===== src/rtl/bcd_seq_multiplier.sv =====
// bcd_seq_multiplier: iterative shift-and-add multi-digit BCD multiplier (optional BCD_MUL_CHECK_EN flags non-BCD digits)
module bcd_seq_multiplier #(
  parameter int DIGITS = 4
) (
  input  logic                  clk,
  input  logic                  rst,
  input  logic                  start,
  input  logic [4*DIGITS-1:0]   a,
  input  logic [4*DIGITS-1:0]   b,
  output logic [8*DIGITS-1:0]   product,
  output logic                  busy,
  output logic                  done,
  output logic                  error
);
  localparam int W = 8*DIGITS;
  localparam logic [1:0] IDLE = 2'd0, SHIFT = 2'd1, ADD = 2'd2, DONE = 2'd3;
  logic [1:0] state;
  logic [4*DIGITS-1:0] a_r, b_r;
  logic [W-1:0] acc, sum, ax;
  logic [2:0] idx;
  logic [3:0] cnt, dig;
  logic [4:0] t;
  logic c, bad;
  assign ax = {{(4*DIGITS){1'b0}}, a_r};
  assign dig = 4'(b_r >> {idx, 2'b00});
  always_comb begin
    c = 1'b0;
    t = '0;
    sum = '0;
    for (int i = 0; i < 2*DIGITS; i++) begin
      t = {1'b0, acc[4*i +: 4]} + {1'b0, ax[4*i +: 4]} + {4'b0, c};
      c = t > 5'd9;
      t = c ? t + 5'd6 : t;
      sum[4*i +: 4] = t[3:0];
    end
  end
  always_comb begin
    bad = 1'b0;
`ifdef BCD_MUL_CHECK_EN
    for (int i = 0; i < DIGITS; i++)
      bad = bad | (a[4*i +: 4] > 4'd9) | (b[4*i +: 4] > 4'd9);
`endif
  end
`ifndef BCD_MUL_CHECK_EN
  assign error = 1'b0;
`endif
  always_ff @(posedge clk) begin
    if (rst) begin
      state <= IDLE;
      product <= '0;
      busy <= 1'b0;
      done <= 1'b0;
`ifdef BCD_MUL_CHECK_EN
      error <= 1'b0;
`endif
    end else begin
      done <= 1'b0;
      case (state)
        IDLE: if (start && !done) begin
`ifdef BCD_MUL_CHECK_EN
          error <= bad;
`endif
          if (bad) begin
            done <= 1'b1;
            product <= '0;
          end else begin
            a_r <= a;
            b_r <= b;
            acc <= '0;
            idx <= 3'(DIGITS-1);
            busy <= 1'b1;
            state <= SHIFT;
          end
        end
        SHIFT: begin
          acc <= acc << 4;
          cnt <= dig;
          state <= dig != 4'd0 ? ADD : idx == 3'd0 ? DONE : SHIFT;
          if (dig == 4'd0) idx <= idx - 3'd1;
        end
        ADD: begin
          acc <= sum;
          cnt <= cnt - 4'd1;
          if (cnt == 4'd1) begin
            state <= idx == 3'd0 ? DONE : SHIFT;
            idx <= idx - 3'd1;
          end
        end
        default: begin
          product <= acc;
          done <= 1'b1;
          busy <= 1'b0;
          state <= IDLE;
        end
      endcase
    end
  end
endmodule


===== config.mk =====
export PLATFORM = sky130hd
export DESIGN_NAME = bcd_seq_multiplier
export DESIGN_NICKNAME = d
export VERILOG_FILES = /design/src/rtl/bcd_seq_multiplier.sv
export SDC_FILE = /design/constraint.sdc
export NUM_CORES = 1
export LEC_CHECK = 0
export CORE_MARGIN = 2
export CORE_UTILIZATION = 60
export CTS_BUF_LIST = sky130_fd_sc_hd__clkbuf_16
export DETAILED_ROUTE_END_ITERATION = 10
export GPL_TIMING_DRIVEN = 0
export PLACE_DENSITY = 0.82
export RECOVER_POWER = 50
export SYNTH_ARGS = -nofsm -noshare
export SYNTH_HDL_FRONTEND = slang
export SYNTH_SLANG_ARGS = --single-unit

===== constraint.sdc =====
create_clock -name clk -period 30.9 [get_ports clk]
set_input_delay 6.18 -clock clk [delete_from_list [all_inputs] [get_ports clk]]
set_output_delay 6.18 -clock clk [all_outputs]
set_load 0.05 [all_outputs]

==> flow_summary_export.csv, run 1 <==
group,metric,value,unit
clocking,numCtsBuffers,9,
power_and_ir_drop,p_int,317,µW
logic_synthesis,syn-instance-count,517,
critical_path,worstPathMaxFanout,7,
sta,finalSetupViolCount,0,
critical_path,cp.required,31060,ps
critical_path,slowest_stage,"o41ai_2",
critical_path,crit_buf_inv,5,
logic_synthesis,synthXorXnorAreaFrac,0.0350,
final_layout,n_antenna_cell,0,
route,drt_iter0_drc,172,
die,io_pins,70,
sta,slew-limit-headroom,0.142,
global_route,grt_overflow,0,
power_and_ir_drop,seq_power_share,0.390,
critical_path,slowest_delay,690,ps
sta,hold_viol,0,
sta,period_needed,13300,ps
clocking,cts_sinks,107,
job,cap_violations,0,
logic_synthesis,synth_fa_ha_area_frac,0.110,
critical_path,cp_top_family,"adder cells",
sta,skew,10.0,ps
power_and_ir_drop,p_leak,0.00261,µW
logic_synthesis,syn-num-nets,597,
die,initial_core_util,0.621,
final_layout,fillers,661,
final_layout,syn_to_final_growth,20.8,%
logic_synthesis,synth_cell_types,64,
logic_synthesis,synth_mux_area_frac,0.0862,
sta,finalMaxSlewViolations,0,
global_route,grt_first_pass_wirelength,21300,µm
route,drtAntennaViolNets,0,
placed_design,placedCellCount,717,
route,avgRoutedWirePerCell,17.5,µm
power_and_ir_drop,pwr-share-comb,0.345,
route,via_per_inst,5.85,
clocking,clock_path_buffers,2,
clocking,cts_tree,"yes",
logic_synthesis,avgSynthCellArea,11.1,µm²
logic_synthesis,ys_seq_area_frac,0.495,
clocking,cts_setup_buffers,0,
global_route,grt_max_degree,20,
logic_synthesis,synth-simple-area-share,0.124,
route,vias,4291,
final_layout,nNetsFinal,679,
clocking,holdBufCountCts,0,
critical_path,cp-start-kind,"flop",
die,rows,35,
sta,fmax,0.0752,GHz
sta,rsz0062_at_grt,"no",
die,coreArea,9280,µm²
logic_synthesis,synth_top_family_by_area,"simple AND/OR/NAND/NOR gates",
placed_design,place_hpwl,9110,µm
logic_synthesis,synth_flop_cell,"edfxtp_1",
power_and_ir_drop,vdd_drop_max,0.0377,mV
logic_synthesis,synth_compound_area_frac,0.112,
power_and_ir_drop,p_per_area,69.9,nW/µm²
placed_design,gp_congestion,0.910,
critical_path,r2r_setup_slack,17600,ps
status,status,"finished clean",
clocking,clk_latency,350,ps
power_and_ir_drop,p_clk_frac,0.264,
critical_path,crit_arrival,13460,ps
power_and_ir_drop,swShare,0.350,
sta,tightest_slew,1280,ps
sta,finalCritPeriodShare,0.430,
global_route,track_usage,0.265,
critical_path,worst_setup_path_end_kind,"flop",
route,dr.pass1.iters,6,
final_layout,final_cells,733,
global_route,antenna_found_initial,0,
clocking,cts-htree-levels,3,
logic_synthesis,async_reset_ff_frac,0,
placed_design,portBuffers,67,
critical_path,crit_path_frequent_cell,"ha_1",
power_and_ir_drop,power.switching,170,µW
sta,setup_tns,0,ps
clocking,cts-resized-gates,0,
final_layout,drive_gt1_frac,0.0579,
logic_synthesis,ys_ff_latch,107,
logic_synthesis,ys_warn_count,0,
critical_path,crit_type,"flop to flop",
global_route,grt_pass1_vias,4391,
clocking,clk_pin_slew,70,ps
route,wirelength,12800,µm
logic_synthesis,syn_area,5760,µm²
clocking,root_buffer,"clkbuf_16",
die,die_y,102,µm
die,fp.dieArea,10400,µm²
logic_synthesis,synth_edf_count,71,
min_path,hp-class,"flop to flop",
die,fp.dieW,102,µm
route,drc_errors,0,
[sequential cells by signal, summed over array words and instances (netlist names)]
name,flops
a_r,16
product,32
cnt,4
idx,3
done,1
state,2
acc,32
busy,1
b_r,16
[final cells by class]
class	count	area, µm²	share of cell area
buffer	21	87.6	0.0126
clock buffer	9	225	0.0323
clock inverter	7	105	0.0151
inverter	30	113	0.0162
multi-input combinational	359	2700	0.387
sequential	107	2850	0.410
tap	129	161	0.0232
timing repair buffer	71	724	0.104
[power groups by stage]
stage | combinational, µW | sequential, µW | clock, µW
finish | 168 | 190 | 129
global route | 187 | 192 | 134
CTS | 171 | 190 | 129
detailed placement | 168 | 193 | 0
global placement | 154 | 193 | 0
floorplan | 118 | 195 | 0
[stage by stage]
stage          area [µm²]  hold WS [ps]   util  setup slack [ps]  power [µW]
6_report             6960           497  0.750             17600         487
5_1_grt              6960           533  0.750             16530         514
4_1_cts              7010           497  0.755             17820         490
3_5_place_dp         6680           481  0.719             17980         361
3_3_place_gp         6600           471  0.710             18530         347
2_1_floorplan        5760           469      -             19810         313
[final timing paths]
path | startpoint | endpoint | cells after the start
setup / recovery | acc[0] | acc[30] | 50
hold / removal | product[29] | product[29] | 2
setup reg to reg | acc[0] | acc[30] | 50
hold reg to reg | product[29] | product[29] | 2
[cell usage in the layout (no fill, tap or decap), drive strengths merged, types with 5 or more instances in the layout]
| master | Yosys | final |
|---|---|---|
| a21oi | 17 | 17 |
| buf | 9 | 8 |
| dfxtp | 36 | 36 |
| nor3 | 13 | 13 |
| a22o | 8 | 8 |
| a31oi | 7 | 7 |
| dlygate4sd3 | 0 | 33 |
| a21o | 8 | 8 |
| and2 | 5 | 5 |
| xnor2 | 15 | 15 |
| ha | 38 | 38 |
| nand2b | 7 | 7 |
| fa | 7 | 7 |
| clkdlybuf4s50 | 0 | 34 |
| xor2 | 8 | 8 |
| edfxtp | 71 | 71 |
| nand3 | 14 | 14 |
| clkbuf | 12 | 26 |
| inv | 30 | 34 |
| nor2 | 48 | 48 |
| mux2i | 38 | 38 |
| o21ai | 30 | 30 |
| nand2 | 37 | 37 |
[logic make-up (layout without fill, tap and decap cells)]
logic type | Yosys count | after routing
buffers and inverters | 51 | 138
multiplexers | 44 | 44
flip-flops | 107 | 107
AND/OR/NAND/NOR | 148 | 148
other | 1 | 1
AO/OA/AOI/OAI | 96 | 96
adder cells (fa/ha/maj) | 47 | 47
XOR/XNOR | 23 | 23
[synth_stat cells (all sizes together), types with 7 or more instances]
library cell	n	area, µm²
edfxtp	71	2130
nor2	48	180
ha	38	475
mux2i	38	380
nand2	37	139
dfxtp	36	721
inv	30	113
o21ai	30	150
a21oi	17	85.1
xnor2	15	131
nand3	14	70.1
nor3	13	65.1
clkbuf	12	45.0
buf	9	51.3
a21o	8	60.1
a22o	8	70.1
xor2	8	70.1
a31oi	7	50.1
fa	7	140
nand2b	7	43.8
[worst register-to-register path, delay by kind of cell, from the launching register on]
family | cells | cell delay (ps)
adders and majority gates | 19 | 6100
and+or+nand+nor | 9 | 1420
DFF | 1 | 390
xor gates and xnor gates | 5 | 1280
AOI/OAI and AO/OA | 12 | 3530
buffers and inverters | 5 | 400
[layer usage]
layer | GRT usage | part of all wire | up-vias
li1 | - | - | 2036
met4 | 0.0821 | 0.018 | 0
met1 | 0.354 | 0.43 | 2071
met3 | 0.0321 | 0.053 | 26
met5 | 0 | 0 | -
met2 | 0.457 | 0.50 | 158
Note: power is estimated with default switching activity, not from simulation.
==> run 2: changes to the inputs <==
--- a/config.mk
+++ b/config.mk
@@ -6,11 +6,11 @@
 export NUM_CORES = 1
 export LEC_CHECK = 0
 export CORE_MARGIN = 2
-export CORE_UTILIZATION = 60
+export CORE_UTILIZATION = 51
 export CTS_BUF_LIST = sky130_fd_sc_hd__clkbuf_16
 export DETAILED_ROUTE_END_ITERATION = 10
 export GPL_TIMING_DRIVEN = 0
-export PLACE_DENSITY = 0.82
+export PLACE_DENSITY = 0.74
 export RECOVER_POWER = 50
 export SYNTH_ARGS = -nofsm -noshare
 export SYNTH_HDL_FRONTEND = slang
==> constraint.sdc (replaced) <==
create_clock -name clk -period 11.3 [get_ports clk]
set_input_delay 2.26 -clock clk [delete_from_list [all_inputs] [get_ports clk]]
set_output_delay 2.26 -clock clk [all_outputs]
set_load 0.05 [all_outputs]
==> run 2 against run 1 <==
Sequential cell count unchanged. Clock power up 130%. Largest power group is now combinational cells. Critical path type unchanged. Cell area up 6.9%. Clock skew grew 1.7 ps.
==> flow_summary_export.csv, run 2 (synthesized netlist as in run 1, its figures left out) <==
group,metric,value,unit
status,status,"finished clean",
placed_design,portBuffers,67,
sta,tightest_slew,858,ps
final_layout,fillers,830,
clocking,clk_latency,360,ps
clocking,holdBufCountCts,0,
final_layout,nNetsFinal,707,
critical_path,slowest_stage,"fa_2",
power_and_ir_drop,swShare,0.361,
power_and_ir_drop,seq_power_share,0.371,
power_and_ir_drop,vdd_drop_max,0.139,mV
route,wirelength,13800,µm
die,die_y,110,µm
die,initial_core_util,0.527,
final_layout,post-route-util,0.681,
critical_path,slowest_delay,630,ps
global_route,grt_max_degree,19,
global_route,track_usage,0.232,
critical_path,cp-start-kind,"flop",
clocking,cts_tree,"yes",
critical_path,crit_arrival,11150,ps
global_route,grt_first_pass_wirelength,21100,µm
route,drc_errors,0,
final_layout,layout_common_cells,"edfxtp_1, nor2_1, mux2i_1",
final_layout,final_cell_area,7440,µm²
job,cap_violations,0,
clocking,cts-htree-levels,3,
route,avgRoutedWirePerCell,17.9,µm
global_route,antenna_found_initial,0,
clocking,root_buffer,"clkbuf_16",
final_layout,layout_commonest_cell,"edfxtp_1",
route,vias,4382,
final_layout,drive_gt1_frac,0.172,
power_and_ir_drop,p_leak,0.00278,µW
die,rows,38,
sta,hold_viol,0,
die,fp.dieArea,12200,µm²
power_and_ir_drop,p_per_area,190,nW/µm²
sta,skew,11.7,ps
critical_path,crit_type,"flop to flop",
route,via_per_inst,5.68,
critical_path,crit_path_frequent_cell,"fa_2",
clocking,clk_pin_slew,70,ps
route,drtAntennaViolNets,0,
final_layout,n_antenna_cell,0,
min_path,hp-class,"flop to flop",
global_route,grt_overflow,0,
power_and_ir_drop,pwr-share-comb,0.417,
clocking,cts_sinks,107,
critical_path,worstPathMaxFanout,5,
clocking,clock_path_buffers,2,
die,fp.dieW,110,µm
sta,finalMaxSlewViolations,0,
route,dr.pass1.iters,5,
power_and_ir_drop,power.switching,509,µW
placed_design,place_area,6680,µm²
route,drt_iter0_drc,264,
sta,finalSetupViolCount,0,
global_route,grt_pass1_vias,4419,
power_and_ir_drop,p_clk_frac,0.212,
final_layout,largestRegisters,"acc: 32 flops, product: 32 flops",
placed_design,gp_congestion,0.850,
sta,finalCritPeriodShare,0.969,
die,io_pins,70,
die,coreArea,10900,µm²
power_and_ir_drop,p_int,902,µW
final_layout,syn_to_final_growth,29.2,%
sta,fmax,0.0913,GHz
placed_design,place_hpwl,9430,µm
critical_path,cp.required,11500,ps
sta,period_needed,10950,ps
clocking,numCtsBuffers,9,
critical_path,worst_setup_path_end_kind,"flop",
sta,slew-limit-headroom,0.426,
-- run 2: cell types whose count changed in the layout (fill, tap and decap cells not counted), sizes merged --
cell    previous run  this run
clkbuf            26        24
buf                8        38
bufinv             2         0
clkinv             1         3
-- run 2: final timing paths --
path / from / endpoint / slack (ps) / cells past startpoint
worst min register to register: busy / busy / 500 / 2
worst max register to register: acc[0] / acc[29] / 350 / 50
worst min-delay path: busy / busy / 500 / 2
worst max-delay path: acc[0] / acc[29] / 350 / 50
-- run 2: routing by layer --
| layer | track usage | vias to the layer above | part of all wire |
|---|---|---|---|
| met5 | 0 | - | 0 |
| li1 | - | 2085 | - |
| met1 | 0.279 | 2116 | 0.41 |
| met4 | 0.104 | 0 | 0.026 |
| met2 | 0.395 | 154 | 0.51 |
| met3 | 0.0564 | 27 | 0.055 |
-- run 2: cell type report --
cell class                      count  area (µm²)  share of cell area
Clock buffer                        9         225              0.0303
Inverter                           30         113              0.0151
Tap cell                          140         175              0.0235
Buffer                             20        83.8              0.0113
Clock inverter                      7        53.8             0.00723
Timing Repair Buffer              100         937               0.126
Multi-Input combinational cell    359        3000               0.403
Sequential cell                   107        2850               0.383
-- run 2: per-stage QoR --
stage / setup slack [ps] / std cells / TNS (ps) / power [µW] / hold slack [ps]
4_1_cts: 22.5 / 748 / 0 / 1310 / 500
3_3_place_gp: -1080 / 724 / -2840 / 953 / 471
2_1_floorplan: 215 / 517 / 0 / 857 / 469
5_1_grt: -168 / 772 / -282 / 1490 / 518
3_5_place_dp: -1450 / 728 / -4440 / 985 / 483
6_report: 353 / 772 / 0 / 1410 / 496
-- run 2: power groups by stage --
stage | Combinational, µW | Clock [µW] | Sequential, µW
after floorplan | 323 | 0 | 534
after global placement | 422 | 0 | 531
after detailed placement | 456 | 0 | 528
after CTS | 490 | 303 | 520
after global routing | 641 | 319 | 529
final | 589 | 299 | 523
-- run 2: what timing repair did --
item                       in CTS  in global routing
setup endpoints to repair       6                  3
pin swaps                       4                 25
buffers inserted                4                 25
gates resized for setup        18                 42
-- run 2: worst max-delay path, delay by kind of cell (launching register included) --
kind	cells	cell delay, ps
xor gates and xnor gates	2	430
and+or+nand+nor	9	1340
buffers and inverters	8	570
AOI/OAI and AO/OA	13	2600
adders and majority gates	18	5430
DFF	1	380
